### src/rtl/regfile_write_buffer_if.sv
// Enqueue handshake between the write-back path (master) and regfile_write_buffer (slave).
interface regfile_write_buffer_if #(
  parameter int unsigned AW = 5,
  parameter int unsigned DW = 32
);
  logic          in_valid;
  logic          in_ready;
  logic [AW-1:0] in_addr;
  logic [DW-1:0] in_data;

  modport master (output in_valid, output in_addr, output in_data, input in_ready);
  modport slave  (input in_valid, input in_addr, input in_data, output in_ready);
endinterface

### src/rtl/regfile_write_buffer.sv
// In-order write-back FIFO feeding the register file write port, with youngest-match
// read bypass compiled in only when WB_BYPASS_EN is defined.
module regfile_write_buffer #(
  parameter int unsigned DEPTH = 4,
  parameter int unsigned AW    = 5,
  parameter int unsigned DW    = 32
) (
  input  logic                     clk,
  input  logic                     rst_n,
  regfile_write_buffer_if.slave    s_in,
  input  logic                     drain_stall,
  output logic                     wr_en,
  output logic [AW-1:0]            wr_addr,
  output logic [DW-1:0]            wr_data,
  input  logic [AW-1:0]            lookup_a,
  input  logic [AW-1:0]            lookup_b,
  output logic                     hit_a,
  output logic                     hit_b,
  output logic [DW-1:0]            hit_data_a,
  output logic [DW-1:0]            hit_data_b,
  output logic [$clog2(DEPTH):0]   count,
  output logic                     empty,
  output logic                     full
);

  localparam int unsigned PW = $clog2(DEPTH);
  localparam int unsigned CW = PW + 1;

  logic [AW-1:0] r_addr [DEPTH];
  logic [DW-1:0] r_data [DEPTH];
  logic [PW-1:0] r_head;
  logic [PW-1:0] r_tail;
  logic [CW-1:0] r_count;

  logic w_push;
  logic w_pop;

  assign empty = (r_count == '0);
  assign full  = (r_count == CW'(DEPTH));
  assign count = r_count;

  assign wr_en   = !empty && !drain_stall;
  assign wr_addr = empty ? '0 : r_addr[r_head];
  assign wr_data = empty ? '0 : r_data[r_head];

`ifdef WB_BYPASS_EN
  assign s_in.in_ready = !full;
`else
  // Without a bypass only one write may be in flight so reads stay coherent.
  assign s_in.in_ready = empty && !wr_en;
`endif

  // Writes to r0 complete the handshake but are never stored.
  assign w_push = s_in.in_valid && s_in.in_ready && (s_in.in_addr != '0);
  assign w_pop  = wr_en;

  // Pointer and occupancy state.
  always_ff @(posedge clk or negedge rst_n) begin
    if (!rst_n) begin
      r_head  <= '0;
      r_tail  <= '0;
      r_count <= '0;
    end else begin
      if (w_push) r_tail <= r_tail + PW'(1);
      if (w_pop)  r_head <= r_head + PW'(1);
      case ({w_push, w_pop})
        2'b10:   r_count <= r_count + CW'(1);
        2'b01:   r_count <= r_count - CW'(1);
        default: r_count <= r_count;
      endcase
    end
  end

  // Entry storage; contents are don't-care while unoccupied.
  always_ff @(posedge clk) begin
    if (w_push) begin
      r_addr[r_tail] <= s_in.in_addr;
      r_data[r_tail] <= s_in.in_data;
    end
  end

`ifdef WB_BYPASS_EN
  logic [PW-1:0] w_idx;

  // Scan oldest to youngest so the last match found is the youngest.
  always_comb begin
    hit_a      = 1'b0;
    hit_b      = 1'b0;
    hit_data_a = '0;
    hit_data_b = '0;
    w_idx      = '0;
    for (int unsigned i = 0; i < DEPTH; i++) begin
      w_idx = r_head + PW'(i);
      if (CW'(i) < r_count) begin
        if ((lookup_a != '0) && (r_addr[w_idx] == lookup_a)) begin
          hit_a      = 1'b1;
          hit_data_a = r_data[w_idx];
        end
        if ((lookup_b != '0) && (r_addr[w_idx] == lookup_b)) begin
          hit_b      = 1'b1;
          hit_data_b = r_data[w_idx];
        end
      end
    end
  end
`else
  logic w_unused_lookup;

  assign w_unused_lookup = ^{lookup_a, lookup_b};
  assign hit_a      = 1'b0;
  assign hit_b      = 1'b0;
  assign hit_data_a = '0;
  assign hit_data_b = '0;
`endif

endmodule

### src/flat_wrapper.sv
// flat-port wrapper written by rule: the top's interface ports become plain ports
module regfile_write_buffer_flat 
#(
  parameter int unsigned DEPTH = 4,
  parameter int unsigned AW    = 5,
  parameter int unsigned DW    = 32
)
  (clk, rst_n, drain_stall, wr_en, wr_addr, wr_data, lookup_a, lookup_b, hit_a, hit_b, hit_data_a, hit_data_b, count, empty, full, s_in_in_valid, s_in_in_addr, s_in_in_data, s_in_in_ready);
  regfile_write_buffer_if #(.AW(AW), .DW(DW)) s_in_i ();
  input  logic clk;
  input  logic rst_n;
  input  logic drain_stall;
  output logic wr_en;
  output logic [AW-1:0] wr_addr;
  output logic [DW-1:0] wr_data;
  input  logic [AW-1:0] lookup_a;
  input  logic [AW-1:0] lookup_b;
  output logic hit_a;
  output logic hit_b;
  output logic [DW-1:0] hit_data_a;
  output logic [DW-1:0] hit_data_b;
  output logic [$clog2(DEPTH):0] count;
  output logic empty;
  output logic full;
  input wire logic [$bits(s_in_i.in_valid)-1:0] s_in_in_valid;
  input wire logic [$bits(s_in_i.in_addr)-1:0] s_in_in_addr;
  input wire logic [$bits(s_in_i.in_data)-1:0] s_in_in_data;
  output wire logic [$bits(s_in_i.in_ready)-1:0] s_in_in_ready;
  assign s_in_i.in_valid = s_in_in_valid;
  assign s_in_i.in_addr = s_in_in_addr;
  assign s_in_i.in_data = s_in_in_data;
  assign s_in_in_ready = s_in_i.in_ready;
  regfile_write_buffer #(.DEPTH(DEPTH), .AW(AW), .DW(DW)) u_core (.clk(clk), .rst_n(rst_n), .s_in(s_in_i), .drain_stall(drain_stall), .wr_en(wr_en), .wr_addr(wr_addr), .wr_data(wr_data), .lookup_a(lookup_a), .lookup_b(lookup_b), .hit_a(hit_a), .hit_b(hit_b), .hit_data_a(hit_data_a), .hit_data_b(hit_data_b), .count(count), .empty(empty), .full(full));
endmodule
### config.mk
export PLATFORM = sky130hd
export DESIGN_NAME = regfile_write_buffer_flat
export DESIGN_NICKNAME = d
export VERILOG_FILES = /design/src/rtl/regfile_write_buffer_if.sv /design/src/rtl/regfile_write_buffer.sv /design/src/flat_wrapper.sv
export SDC_FILE = /design/constraint.sdc
export NUM_CORES = 1
export LEC_CHECK = 0
export BUFFER_PORTS_ARGS = -buffer_cell sky130_fd_sc_hd__buf_2
export CORE_AREA = 3 3 119 121
export CTS_CLUSTER_SIZE = 14
export DETAILED_ROUTE_END_ITERATION = 6
export DIE_AREA = 0 0 122 124
export PLACE_DENSITY = 0.74
export SYNTH_ARGS = -nofsm -noshare
export SYNTH_HDL_FRONTEND = slang
export SYNTH_SLANG_ARGS = --single-unit
### constraint.sdc
create_clock -name clk -period 4.4 [get_ports clk]
set_input_delay 0.88 -clock clk [delete_from_list [all_inputs] [get_ports clk]]
set_output_delay 0.88 -clock clk [all_outputs]
set_load 0.1 [all_outputs]
# Word level (Yosys, flattened, before mapping)
# Memories as Yosys holds them, arrays and structs flattened.
# Index checks and enable logic that the tools add are counted.
# Widths: inputs -> output; s select.
# word_totals
inputBits	51
memories	2
output_inout_bits	110
wordCells	27
ramBits	148
regBits	7
# mem_list
memory	depth	word_bits	read_ports	rd_ports_with_merged_regs	write_ports	line_no	source
u_core.r_data	4	32	1	0	1	regfile_write_buffer.sv:30	logic [DW-1:0] r_data [DEPTH];
u_core.r_addr	4	5	1	0	1	regfile_write_buffer.sv:29	logic [AW-1:0] r_addr [DEPTH];
# op_classes
reduce_logical	10
mux	5
eq_ne	3
add_sub_neg	4
# ops
operator	count
$mux 32	1
$pmux 3 s2	1
$mux 5	1
$reduce_bool 5->1	1
$add 2x1->2 const B	2
$logic_and 1x1->1	4
$add 3x1->3 const B	1
$eq 3x3->1 const B	1
$logic_not 1->1	3
$logic_not 3->1	1
$sub 3x1->3 const B	1
$eq 2x1->1 const B	1
$eq 2x2->1 const B	1
$mux 1	2
$reduce_bool 2->1	1

# Logic depth before layout (Yosys ltp)
# logic_depth
depth_word	9
depth_mapped	9
mapped_depth_nobuf	9

# Worst setup path before layout
# Ideal clock, no wire load.
# synth_timing
kind	register -> output
start	register u_core.r_count[0] (netlist: u_core.count[0])
end	output wr_data[15]
n_path_buf	1
t_required_ps	3520
arrival_time_ps	3437
stages_incl_launch_ff	4
setup_slack_ps	83
path_cell_list	dfrtp_1 > nor3_1 > clkbuf_1 > nor2b_1
# synth_between
elab_chain_len	2
# synth_lines
element	line_no	source
from (decl)	regfile_write_buffer.sv:33	logic [CW-1:0] r_count;
from (signal assigned)	regfile_write_buffer.sv:67	2'b10: r_count <= r_count + CW'(1);
from (signal assigned)	regfile_write_buffer.sv:68	2'b01: r_count <= r_count - CW'(1);
from (signal assigned)	regfile_write_buffer.sv:69	default: r_count <= r_count;
$logic_not 3->1	regfile_write_buffer.sv:38	assign empty = (r_count == '0);
named net empty	flat_wrapper.sv:23	output logic empty;
$mux 32	regfile_write_buffer.sv:44	assign wr_data = empty ? '0 : r_data[r_head];
to (decl)	flat_wrapper.sv:15	output logic [DW-1:0] wr_data;
# The timed path passes the listed nets, and every way through them passes these cells.

# Final worst setup path
# layout_timing
start	register u_core.r_head[0]
end	output wr_data[15]
# layout_between
elab_chain_len	2
# layout_lines
element	line_no	source
from (decl)	regfile_write_buffer.sv:31	logic [PW-1:0] r_head;
from (signal assigned)	regfile_write_buffer.sv:65	if (w_pop) r_head <= r_head + PW'(1);
$mem_v2 4x32	-	
$mux 32	regfile_write_buffer.sv:44	
# Every way passes these cells.

==> out/metrics.yaml <==
grt:
  grt-ovfl-total: 0
  grt_max_degree: 42
  antenna_found_initial: 0
  grt_pass1_vias: 3093
  grt_usage: 0.148
  grt_pass1_wl_mm: 16.1
clock_network:
  cts_buffer_depth: 2
  clk_pin_slew_ns: 0.06
  holdBufCountCts: 0
  cts_made_buffers: 17
  cts_resized: 0
  tritoncts: "done"
  cts_root_buf: "clkbuf_16"
  cts_num_sinks: 155
  cts_setup_buffers: 0
  cts_max_level: 4
  clk_latency_ns: 0.41
layout:
  n_antenna_cell: 0
  fill_cells: 1014
  drive_gt1_frac: 0.361
  seq_area_um2: 4620
  areaGrowthSynthToFinish_pct: 13.8
  multiInputGateArea_um2: 1570
  fin_nets: 489
timing:
  fin_skew_ns: 0.00486
  grt_setup_unrepaired: "no"
  fmax_mhz: 294
  tightest_slew_ns: 1.04
  hold_viol: 0
  finalCritPeriodShare: 0.772
  setup_viol: 0
  finalMaxSlewViolations: 0
  min_period_ns: 3.40
  max-slew-margin-rel: 0.304
  fin_setup_tns_ns: 0
synthesis:
  synth-async-reset-ratio: 0.0452
  syn_area_per_cell_um2: 19.2
  synth_top_area_frac: 0.682
  ys_seq_elements: 155
  synth_edf_count: 148
  synth.largest_area_cell: "edfxtp_1"
  yosysWarningCount: 0
  synthDistinctLibCells: 23
  syn_inst: 340
  synth_flop_cell: "edfxtp_1"
  netlist_top_cells_area: "edfxtp_1, mux4_2, buf_4"
  synth.yosys.seq_area_share: 0.709
  synthesis.area_um2: 6520
die:
  core_area_um2: 13200
  initial_core_util: 0.494
  die_y_um: 124
  die-area_um2: 15100
  num_rows: 42
  die-width_um: 122
  io_pins: 161
routing:
  antenna_left: 0
  drt_iter0_drc: 126
  route.vias.total: 3001
  wl_mm: 10.5
  via_per_inst: 4.85
  first_pass_iters: 4
  drc: 0
  wire_per_inst_um: 17.0
hold_path:
  min_path_type: "input pin to asynchronous set/reset pin"
setup_path:
  path_class: "register to primary output"
  critPathLaunchType: "register"
  critPathMaxFanout: 22
  crit_start: "u_core.r_head[0]"
  r2r-start: "u_core.count[0]"
  crit_arrival_ns: 2.52
  cp_slowest_cell: "dfrtp_2"
  crit_chain: "buf_12 -> mux4_2 -> nor2b_1 -> buf_2"
  worstSetupEndpointType: "primary output"
  required_ns: 3.52
  crit_path_max_incr_delay_ns: 0.78
flow_run:
  maxCapViolCount: 0
place:
  place_congestion: 0.678
  hpwl_mm: 6.21
  port_buffers: 84
outcome:
  outcome: "complete, no violations"
cells in the final DEF (no fill, tap or decap), types with 5 or more instances in the layout:
cell type  instances
clkinv_2           8
inv_1              6
clkbuf_16         17
dfrtp_1            5
edfxtp_1         148
mux4_2            37
nor2b_1           36
ha_1               5
buf_2             84
conb_1            66
kinds of logic (layout without fill, tap and decap cells):
kind of cell	Yosys count	count (layout)	synth area share
compound gates	1	1	0.00269
xor+xnor	6	6	0.00806
fa+ha+maj	6	6	0.0127
buf+inv	84	122	0.0885
flops	155	155	0.709
mux	39	39	0.132
other cells	1	66	0.000575
simple gates	48	48	0.0469
final timing paths:
path,end,slack (ns),cells after the start
worst min register to register,u_core.count[2],0.56,1
max in group asynchronous,u_core.r_head[0],3.95,1
worst max-delay path,wr_data[15],1.00,4
worst min-delay path,u_core.count[0],0.29,1
min in group clk,u_core.count[2],0.56,1
worst max register to register,u_core.r_data[3][14],1.76,4
layer usage:
layer  GRT usage  vias up  share of wire
met5           0        -              0
met4      0.0763        0          0.021
met3      0.0522       19          0.078
met2       0.249      143           0.51
met1       0.168     1496           0.39
li1            -     1343              -
final cells by class:
class | count | share of cell area
Clock inverter | 12 | 0.0145
Sequential cell | 155 | 0.623
Timing Repair Buffer | 86 | 0.0604
Tap cell | 176 | 0.0297
Clock buffer | 18 | 0.0579
Inverter | 6 | 0.00304
Multi-Input combinational cell | 166 | 0.212
Yosys cell counts (2+ instances only):
master,instances
edfxtp_1,148
buf_4,68
mux4_2,37
nor2b_1,36
dfrtp_1,7
inv_1,6
buf_2,5
clkbuf_1,5
ha_1,5
and2_2,4
xor2_1,4
nor2_1,2
nor3_1,2
xnor2_1,2
critical path: cells and delay by family (launching register included):
kind          cells  cell delay, ns
flops             1            0.78
buf+inv           2            0.61
mux               1            0.52
simple gates      1            0.16
flip-flops by register name, summed over array words and instances, names as in the netlist:
signal         cells
u_core.r_tail      2
u_core.r_data    128
u_core.r_addr     20
u_core.count       3
u_core.r_head      2
stage by stage:
stage	cell area, um2	cells	setup WS (ns)	hold WS (ns)	util
floorplan	6760	405	0.0834	0.535	-
global placement	6880	589	1.39	0.538	0.522
detailed placement	6880	589	1.37	0.553	0.522
CTS	7420	619	0.911	0.270	0.562
global route	7420	619	0.822	0.282	0.562
finish	7420	619	1.00	0.287	0.562
Power is not shown: default switching activity piles up to over one toggle a cycle in this logic, so the estimate is an artifact.
